[config.mk]
export PLATFORM = sky130hd
export DESIGN_NAME = pipe_stage_chain
export DESIGN_NICKNAME = d
export VERILOG_FILES = /design/src/rtl/pipe_stage_chain_pkg.sv /design/src/rtl/pipe_stage_reg.sv /design/src/rtl/pipe_stage_chain.sv
export SDC_FILE = /design/constraint.sdc
export NUM_CORES = 1
export LEC_CHECK = 0
export CAP_MARGIN = 20
export CORE_MARGIN = 5
export CORE_UTILIZATION = 50
export CTS_CLUSTER_DIAMETER = 150
export DETAILED_ROUTE_END_ITERATION = 6
export DONT_BUFFER_PORTS = 1
export GPL_TIMING_DRIVEN = 0
export PLACE_DENSITY = 0.67
export SLEW_MARGIN = 20
export SYNTH_ARGS = -nofsm -noshare
export SYNTH_HDL_FRONTEND = slang
export SYNTH_HIERARCHICAL = 1
export SYNTH_SLANG_ARGS = --single-unit
[constraint.sdc]
create_clock -name clk -period 1.7 [get_ports clk]
set_input_delay 0.17 -clock clk [delete_from_list [all_inputs] [get_ports clk]]
set_output_delay 0.17 -clock clk [all_outputs]
set_load 0.03 [all_outputs]
[src/rtl/pipe_stage_chain_pkg.sv]
`default_nettype none
// ============================================================================
//  Module   : pipe_stage_chain_pkg
//  Purpose  : Shared bus widths and constants for the writeback pipeline.
//  Revision : 1.0 - initial release
// ============================================================================
package pipe_stage_chain_pkg;

  localparam int   c_data_bus_w     = 32;
  localparam int   c_reg_addr_bus_w = 5;
  localparam logic c_write_disable  = 1'b0;
  localparam logic c_stall_no       = 1'b0;
  localparam logic c_rst_enable     = 1'b1;

  // A stored write enable is only ever set on a valid, non-guarded entry.
  function automatic logic stage_we(input logic valid, input logic we, input logic guard);
    return valid & we & guard;
  endfunction

endpackage
`default_nettype wire

[src/rtl/pipe_stage_reg.sv]
`default_nettype none
// ============================================================================
//  Module   : pipe_stage_reg
//  Purpose  : One pipeline stage {v, we, waddr, wdata} with rst/flush/stall/load.
//  Revision : 1.0 - initial release
// ============================================================================
module pipe_stage_reg
  import pipe_stage_chain_pkg::*;
#(
  parameter int DATA_W = c_data_bus_w,
  parameter int ADDR_W = c_reg_addr_bus_w
) (
  input  logic              clk,
  input  logic              rst,
  input  logic              flush,
  input  logic              stall,
  input  logic              d_valid,
  input  logic              d_we,
  input  logic [ADDR_W-1:0] d_waddr,
  input  logic [DATA_W-1:0] d_wdata,
  output logic              q_valid,
  output logic              q_we,
  output logic [ADDR_W-1:0] q_waddr,
  output logic [DATA_W-1:0] q_wdata
);

  logic              r_valid;
  logic              r_we;
  logic [ADDR_W-1:0] r_waddr;
  logic [DATA_W-1:0] r_wdata;

  // Flush clears exactly like reset and wins over stall.
  always_ff @(posedge clk) begin
    if (rst == c_rst_enable || flush) begin
      r_valid <= 1'b0;
      r_we    <= c_write_disable;
      r_waddr <= '0;
      r_wdata <= '0;
    end else if (stall == c_stall_no) begin
      r_valid <= d_valid;
      r_we    <= d_we;
      r_waddr <= d_waddr;
      r_wdata <= d_wdata;
    end
  end

  assign q_valid = r_valid;
  assign q_we    = r_we;
  assign q_waddr = r_waddr;
  assign q_wdata = r_wdata;

endmodule
`default_nettype wire

[src/rtl/pipe_stage_chain.sv]
`default_nettype none
// ============================================================================
//  Module   : pipe_stage_chain
//  Purpose  : DEPTH-stage writeback pipeline with stall, flush, bubbles,
//             $zero write suppression and occupancy count.
//             Define PIPE_FWD_EN to add the forwarding lookup ports.
//  Revision : 1.0 - initial release
// ============================================================================
module pipe_stage_chain
  import pipe_stage_chain_pkg::*;
#(
  parameter int DATA_W         = c_data_bus_w,
  parameter int ADDR_W         = c_reg_addr_bus_w,
  parameter int DEPTH          = 1,
  parameter int ZERO_REG_GUARD = 1
) (
  input  logic                       clk,
  input  logic                       rst,
  input  logic                       stall,
  input  logic                       flush,
  input  logic                       in_valid,
  input  logic [DATA_W-1:0]          in_wdata,
  input  logic [ADDR_W-1:0]          in_waddr,
  input  logic                       in_we,
  output logic                       out_valid,
  output logic [DATA_W-1:0]          out_wdata,
  output logic [ADDR_W-1:0]          out_waddr,
  output logic                       out_we,
`ifdef PIPE_FWD_EN
  input  logic [ADDR_W-1:0]          fwd_raddr,
  output logic                       fwd_hit,
  output logic [DATA_W-1:0]          fwd_data,
`endif
  output logic [$clog2(DEPTH+1)-1:0] occ
);

  localparam int OCC_W = $clog2(DEPTH+1);

  logic              w_v     [DEPTH];
  logic              w_we    [DEPTH];
  logic [ADDR_W-1:0] w_waddr [DEPTH];
  logic [DATA_W-1:0] w_wdata [DEPTH];
  logic              w_guard;
  logic              w_in_we;
  logic [OCC_W-1:0]  w_occ;

  assign w_guard = (ZERO_REG_GUARD != 0) ? (in_waddr != '0) : 1'b1;
  assign w_in_we = stage_we(in_valid, in_we, w_guard);

  for (genvar i = 0; i < DEPTH; i++) begin : g_stage
    if (i == 0) begin : g_head
      pipe_stage_reg #(.DATA_W(DATA_W), .ADDR_W(ADDR_W)) u_stage (
        .clk     (clk),
        .rst     (rst),
        .flush   (flush),
        .stall   (stall),
        .d_valid (in_valid),
        .d_we    (w_in_we),
        .d_waddr (in_waddr),
        .d_wdata (in_wdata),
        .q_valid (w_v[i]),
        .q_we    (w_we[i]),
        .q_waddr (w_waddr[i]),
        .q_wdata (w_wdata[i])
      );
    end else begin : g_body
      pipe_stage_reg #(.DATA_W(DATA_W), .ADDR_W(ADDR_W)) u_stage (
        .clk     (clk),
        .rst     (rst),
        .flush   (flush),
        .stall   (stall),
        .d_valid (w_v[i-1]),
        .d_we    (w_we[i-1]),
        .d_waddr (w_waddr[i-1]),
        .d_wdata (w_wdata[i-1]),
        .q_valid (w_v[i]),
        .q_we    (w_we[i]),
        .q_waddr (w_waddr[i]),
        .q_wdata (w_wdata[i])
      );
    end
  end

  always_comb begin
    w_occ = '0;
    for (int i = 0; i < DEPTH; i++) begin
      w_occ = w_occ + OCC_W'(w_v[i]);
    end
  end

  assign occ       = w_occ;
  assign out_valid = w_v[DEPTH-1];
  assign out_we    = w_we[DEPTH-1];
  assign out_waddr = w_waddr[DEPTH-1];
  assign out_wdata = w_wdata[DEPTH-1];

`ifdef PIPE_FWD_EN
  logic              w_fwd_hit;
  logic [DATA_W-1:0] w_fwd_data;

  // Scan oldest to youngest so the youngest match is the last to win.
  always_comb begin
    w_fwd_hit  = 1'b0;
    w_fwd_data = '0;
    for (int i = DEPTH-1; i >= 0; i--) begin
      if (w_v[i] && w_we[i] && (w_waddr[i] == fwd_raddr) && (fwd_raddr != '0)) begin
        w_fwd_hit  = 1'b1;
        w_fwd_data = w_wdata[i];
      end
    end
  end

  assign fwd_hit  = w_fwd_hit;
  assign fwd_data = w_fwd_data;
`endif

endmodule
`default_nettype wire

==> impl_results.md, run 1 <==
* Post-CTS Setup Bufs at 0
* Longest Clk Path Bufs at 2
* Later-pin clock latency in the skew report at 0.32 ns
* Cell variety after synth at 10
* Die Height at ~64 um
* Worst EP required at 1.53 ns
* CTS tree: done
* Critical path class: flip-flop to output pin
* Worst-path cell chain: buf_4
* Row Count at 19
* Post-route DRC at 0
* Tot Pwr at between 1.5 and 2 mW
* Floorplan core area at 0.002758 sq mm
* Status: complete, no violations
* Fin util at 0.6869
* Worst-Margin Slew at a little under 0.4 ns
* Area Growth Syn to Fin at 31.20%
* Nets@finish at ~220
* Register bit total from synthesis at 39
* Sink Count at 39
* Fin crit period at between 1 and 1.5 ns
* Layout cells sized above 1 at 0.07514
* Routed vias/inst at 5.142
* Leakage dissipation at 0.8366 nW
* Max-slew headroom at 0.7384
* Starting utilization of the core area at 0.5236
* Min-delay worst type: input port to flip-flop
* # IOs at 83
* Final GP Congestion at 0.6283
* Number of placed cells counting well taps at 161
* Mapped Area at 0.001444 sq mm
* IO Port Bufs at 0
* GRT Util Overall at 0.1726
* Synth Area per Inst at 11.11 sq um
* Syn_nets at 173
* CP max stage cell: dfxtp_1
* GRT overflow at 0
* Global-route wire length before repair at 5.457 mm
* Die ar. at 0.004062 sq mm
* Initial antenna violation count at 0
* Cts bufs inserted at 5
* Peak supply drop at 0.0008580 V
* Synth warn at 6
* Delay-heaviest family, CP: flip-flops
* DP HPWL at 2.209 mm
* TritonRoute pass-1 iters at 4
* Pins Over Slew Limit at 0
* Buffers and inverters on the worst path at 1
* Drt wl/cell at 16.55 um
* Final setup viols at 0
* Worst EP arrival at 1.09 ns
* Post_cts resized at 0
* Routed wire length at 3.377 mm
* Fin. Hold Viols at 0
* RSZ-0062 raised after global routing: no
* Clock slew at reported path FFs at 0.10 ns
* Setup TNS at 0 ns
* Cell Pwr Density at 858.4 mW/mm^2
* Ant diodes at 0
* Max-cap viol count at 0
* Largest net degree at the start of global routing at 11
* Sequential share of the synthesized area at 0.5407
* Fmax at 0.7948 GHz
* Vias in the first global route at 1094
* Hold_buf cts at 35
* Element type at the critical path start: flip-flop
* Max Fanout on Critical Path at 3
* Layout Cells excl Fill at 204
* Period utilization at 0.7401
* Post-Synthesis Cells at 130
* H-Tree Depth at 2
* ANT nets after route at 0
* Worst Skew at 0 ns
* Die W at 63.74 um
* Biggest cell delay along the critical path at approximately 0.54 ns
* Routed vias at 1049
* Worst Setup End Kind: output pin
* Root buffer cell: clkbuf_4
* Starting DRT DRC Count at 42
[registers in the layout, indices dropped and copies added, names as in the netlist]
| signal | count |
|---|---|
| g_stage.g_head.u_stage/q_valid | 1 |
| g_stage.g_head.u_stage/q_waddr | 5 |
| g_stage.g_head.u_stage/q_wdata | 32 |
| g_stage.g_head.u_stage/q_we | 1 |
[cell type report]
type                            instances  area [sq um]
Tap cell                               31         38.79
Clock buffer                            6         41.29
Fill cell                             234         863.3
Multi-Input combinational cell         81         559.3
Sequential cell                        39         780.7
Timing Repair Buffer                   37         370.4
Buffer                                 10         103.9
[stage by stage]
| step | instance area, sq um | setup slack [ns] | hold slack, ns |
|---|---|---|---|
| 6_report | 1894 | 0.4418 | 0.03984 |
| 5_1_grt | 1894 | 0.3853 | 0.04043 |
| 4_1_cts | 1874 | 0.4164 | 0.003355 |
| 3_5_place_dp | 1483 | 0.5680 | 0.3229 |
| 3_3_place_gp | 1483 | 0.5864 | 0.3156 |
| 2_1_floorplan | 1444 | 0.6301 | 0.3139 |
[per-layer routing]
layer	global-route usage	up-vias	part of all wire
met2	0.3020	52	0.52
met4	0.05455	0	0.0036
li1	-	512	-
met3	0.09982	2	0.10
met1	0.1712	483	0.37
met5	0	-	0
[report_power, final]
group	switching, mW	internal [mW]
registers	0.0804	0.943
clock network	0.251	0.147
logic	0.0795	0.125
total	0.411	1.22
[synth_stat cells]
library cell	number	area share
mux2i_1	39	0.27
o311a_1	1	0.0069
nor2_1	39	0.10
or3_1	1	0.0043
buf_4	3	0.016
clkbuf_1	2	0.0052
or2_1	1	0.0043
buf_12	2	0.028
buf_6	3	0.023
dfxtp_1	39	0.54
[worst paths after layout]
kind / from / to / slack (ns) / cells past startpoint
min: in_wdata[10] / g_stage[0].g_head.u_stage/q_wdata[10]$_SDFFE_PP0N_ / 0.04 / 2
max reg2reg: g_stage[0].g_head.u_stage/q_wdata[28]$_SDFFE_PP0N_ / g_stage[0].g_head.u_stage/q_wdata[28]$_SDFFE_PP0N_ / 0.83 / 2
max: g_stage[0].g_head.u_stage/q_valid$_SDFFE_PP0N_ / out_valid / 0.44 / 1
min reg2reg: g_stage[0].g_head.u_stage/q_wdata[18]$_SDFFE_PP0N_ / g_stage[0].g_head.u_stage/q_wdata[18]$_SDFFE_PP0N_ / 0.68 / 2
[cells in the final DEF, fill, tap and decap left out]
master         instances
dlygate4sd3_1         37
or3_1                  1
o311a_1                1
buf_6                  3
nor2_1                39
or2_1                  1
dfxtp_1               39
buf_4                  3
mux2i_1               39
buf_12                 2
clkbuf_1               3
clkbuf_4               5
[kinds of logic (layout without fill, tap and decap cells)]
group           after synthesis  in the layout  share of synthesized area
simple gates                 41             41                     0.1101
mux                          39             39                     0.2704
flops                        39             39                     0.5407
buf+inv                      10             53                    0.07192
compound gates                1              1                   0.006933
Note: power is estimated with default switching activity, not from simulation.
==> run 2, diff against run 1 <==
PLACE_DENSITY = 0.7   (was 0.67)
clock period = 1.1 ns   (was 1.7 ns; I/O delays follow)
==> run 2 against run 1 <==
Against the previous run:
- first-iteration DRC count is 40% lower
- critical path depth stayed put
- clock power is 77% higher
- count of clock-buffer cells in the layout stayed put
- utilization is 1.0 points higher
- highest routed layer unchanged
- via count is 0.38% lower
- setup slack worse by 0.38 ns
- combinational power is 55% higher
- flip-flop and latch count stayed put
- sequential share of layout area is 0.42 points lower
- clock skew stayed put
==> impl_results.md, run 2 (synthesis gave the netlist of run 1 again) <==
* Final setup viols at 0 (unchanged)
* ANT nets after route at 0 (unchanged)
* Cell Pwr Density at 1353 mW/mm^2 (was 858.4 mW/mm^2)
* DP Worst Slack at 0.03281 ns (was 0.5680 ns)
* Worst Skew at 0 ns (unchanged)
* Max-slew headroom at 0.7266 (was 0.7384)
* Starting utilization of the core area at 0.5236 (unchanged)
* CTS tree: done (unchanged)
* Layout Cells excl Fill at 206 (was 204)
* GRT overflow at 0 (unchanged)
* Setup crit start: g_stage[0].g_head.u_stage/q_valid$_SDFFE_PP0N_ (unchanged)
* Status: complete, no violations (unchanged)
* Fin crit period at 1.035 ns
* Fmax at 0.9666 GHz
* Die W at 63.74 um (unchanged)
* Sw power at 0.6539 mW (was 0.4109 mW)
* Element type at the critical path start: flip-flop (unchanged)
* Routed vias/inst at 5.073 (was 5.142)
* Most frequent cells in the layout: mux2i_1, nor2_1, dlygate4sd3_1, dfxtp_1, clkbuf_4 (was mux2i_1, nor2_1, dfxtp_1)
* Pins Over Slew Limit at 0 (unchanged)
* Longest Clk Path Bufs at 2 (unchanged)
* Worst-Margin Slew at 0.4100 ns (was 0.3924 ns)
* Starting DRT DRC Count at 25 (was 42)
* IO Port Bufs at 0 (unchanged)
* RSZ-0062 raised after global routing: no (unchanged)
* Max-cap viol count at 0 (unchanged)
* Biggest cell delay along the critical path at 0.42 ns (was 0.54 ns)
* Initial antenna violation count at 0 (unchanged)
* GRT Util Overall at 0.1692 (was 0.1726)
* Area Growth Syn to Fin at 33.19% (was 31.20%)
* Peak supply drop at 0.001238 V (was 0.0008580 V)
* Worst EP required at 0.99 ns (was 1.53 ns)
* TritonRoute pass-1 iters at 4 (unchanged)
* R2R cell count at 2 (unchanged)
* Internal power at 1.947 mW (was 1.215 mW)
* Root buffer cell: clkbuf_4 (unchanged)
* Setup TNS at 0 ns (unchanged)
* Routed vias at 1045 (was 1049)
* Worst Setup End Kind: output pin (unchanged)
* Sink Count at 39 (unchanged)
* Number of placed cells counting well taps at 161 (unchanged)
* Delay-heaviest family, CP: flip-flops (unchanged)
* Drt wl/cell at 16.09 um (was 16.55 um)
* H-Tree Depth at 2 (unchanged)
* Final GP Congestion at 0.6208 (was 0.6283)
* Global-route wire length before repair at 5.423 mm (was 5.457 mm)
* Worst reg2reg startpoint: g_stage[0].g_head.u_stage/q_wdata[21]$_SDFFE_PP0N_ (was g_stage[0].g_head.u_stage/q_wdata[28]$_SDFFE_PP0N_)
* Cts bufs inserted at 5 (unchanged)
* Fin util at 0.6974 (was 0.6869)
* Register-to-Register Setup Slack at 0.20 ns (was 0.83 ns)
* Buffers and inverters on the worst path at 1 (unchanged)
* Clock share of power at 0.271 (was 0.245)
* Critical Path Stages at 1 (unchanged)
* Ant diodes at 0 (unchanged)
* Period utilization at 0.9405
* Post-route DRC at 0 (unchanged)
* Leakage dissipation at 0.8515 nW (was 0.8366 nW)
* Fin. Hold Viols at 0 (unchanged)
* Die Height at 63.74 um (unchanged)
* Setup ws final at 0.06544 ns (was 0.4418 ns)
* Worst-path cell chain: buf_4 (unchanged)
* Reg power frac at 0.608 (was 0.629)
* Die ar. at 0.004062 sq mm (unchanged)
* Layout cells sized above 1 at 0.09143 (was 0.07514)
* Min-delay worst type: input port to flip-flop (unchanged)
* Floorplan core area at 0.002758 sq mm (unchanged)
* Largest register FFs at 32 (unchanged)
* DP HPWL at 2.117 mm (was 2.209 mm)
* Largest net degree at the start of global routing at 12 (was 11)
* Vias in the first global route at 1143 (was 1094)
* Post-CTS Setup Bufs at 0 (unchanged)
* Combinational power share at 0.122 (was 0.126)
* Nets@finish at 218 (was 217)
* Max Fanout on Critical Path at 3 (unchanged)
* # IOs at 83 (unchanged)
* CP max stage cell: dfxtp_4 (was dfxtp_1)
* Worst setup endpoint: out_valid (unchanged)
* Sw frac at 0.2514 (was 0.2527)
* Critical path class: flip-flop to output pin (unchanged)
* Worst EP arrival at 0.92 ns (was 1.09 ns)
* Later-pin clock latency in the skew report at 0.32 ns (about the same)
* Worst reg2reg path endpoint: g_stage[0].g_head.u_stage/q_wdata[21]$_SDFFE_PP0N_ (was g_stage[0].g_head.u_stage/q_wdata[28]$_SDFFE_PP0N_)
* Clock slew at reported path FFs at 0.09 ns (was 0.10 ns)
* Row Count at 19 (unchanged)
* Routed wire length at 3.314 mm (was 3.377 mm)
==> run 2: changes by cell type in the layout (fill, tap and decap cells not counted), sizes merged <==
cell	before	now
clkinv	0	1
dlygate4sd3	37	38
==> run 2: timing repair <==
action,4_1_cts,5_1_grt
hold buffers,38,0
setup endpoints to repair,1,0
gates resized for setup,2,0
endpoints found under the hold margin,38,0
==> run 2: how the worst min path moves through the flow <==
stage            startpoint                                                  to  cells after the start
2_1_floorplan      in_valid      g_stage[0].g_head.u_stage/q_valid$_SDFFE_PP0N_                      2
5_1_grt               in_we         g_stage[0].g_head.u_stage/q_we$_SDFFE_PP0N_                      3
3_5_place_dp   in_wdata[26]  g_stage[0].g_head.u_stage/q_wdata[26]$_SDFFE_PP0N_                      2
3_3_place_gp   in_wdata[12]  g_stage[0].g_head.u_stage/q_wdata[12]$_SDFFE_PP0N_                      2
6_report              in_we         g_stage[0].g_head.u_stage/q_we$_SDFFE_PP0N_                      3
4_1_cts               in_we         g_stage[0].g_head.u_stage/q_we$_SDFFE_PP0N_                      3
==> run 2: area by class of cell <==
class / instances / area [sq um]
multi-input cells: 81 / 559.3
well taps: 31 / 38.79
flip-flops and latches: 39 / 784.5
clock buffers: 6 / 51.30
fillers: 203 / 834.6
repair buffers: 38 / 380.4
plain buffers: 10 / 103.9
clock inverters: 1 / 5.005
==> run 2: through the flow <==
step	hold slack [ns]	area [sq um]	total power [mW]
after CTS	0.05706	1923	2.634
after detailed placement	0.2635	1483	1.820
after floorplan	0.2539	1444	1.785
after global placement	0.2561	1483	1.810
after global routing	0.09516	1923	2.736
final	0.07178	1923	2.601
==> run 2: worst min-delay path, cell delays in order <==
cell	delay, ns
o311a_1	0.08
mux2i_1	0.12
nor2_1	0.05
==> run 2: metal layers <==
metal  track usage  vias up  wire, um
li1              -      516         -
met1        0.1689      461      1176
met2        0.2970       63      1689
met3       0.07881        5       402
met4       0.07792        0        46
met5             0        -         0
==> run 2: power by group through the flow <==
| stage | combinational (mW) | clock [mW] | sequential (mW) |
|---|---|---|---|
| after global routing | 0.345 | 0.803 | 1.59 |
| after floorplan | 0.181 | 0 | 1.60 |
| after CTS | 0.313 | 0.740 | 1.58 |
| after detailed placement | 0.205 | 0 | 1.61 |
| after global placement | 0.197 | 0 | 1.61 |
| final | 0.317 | 0.704 | 1.58 |
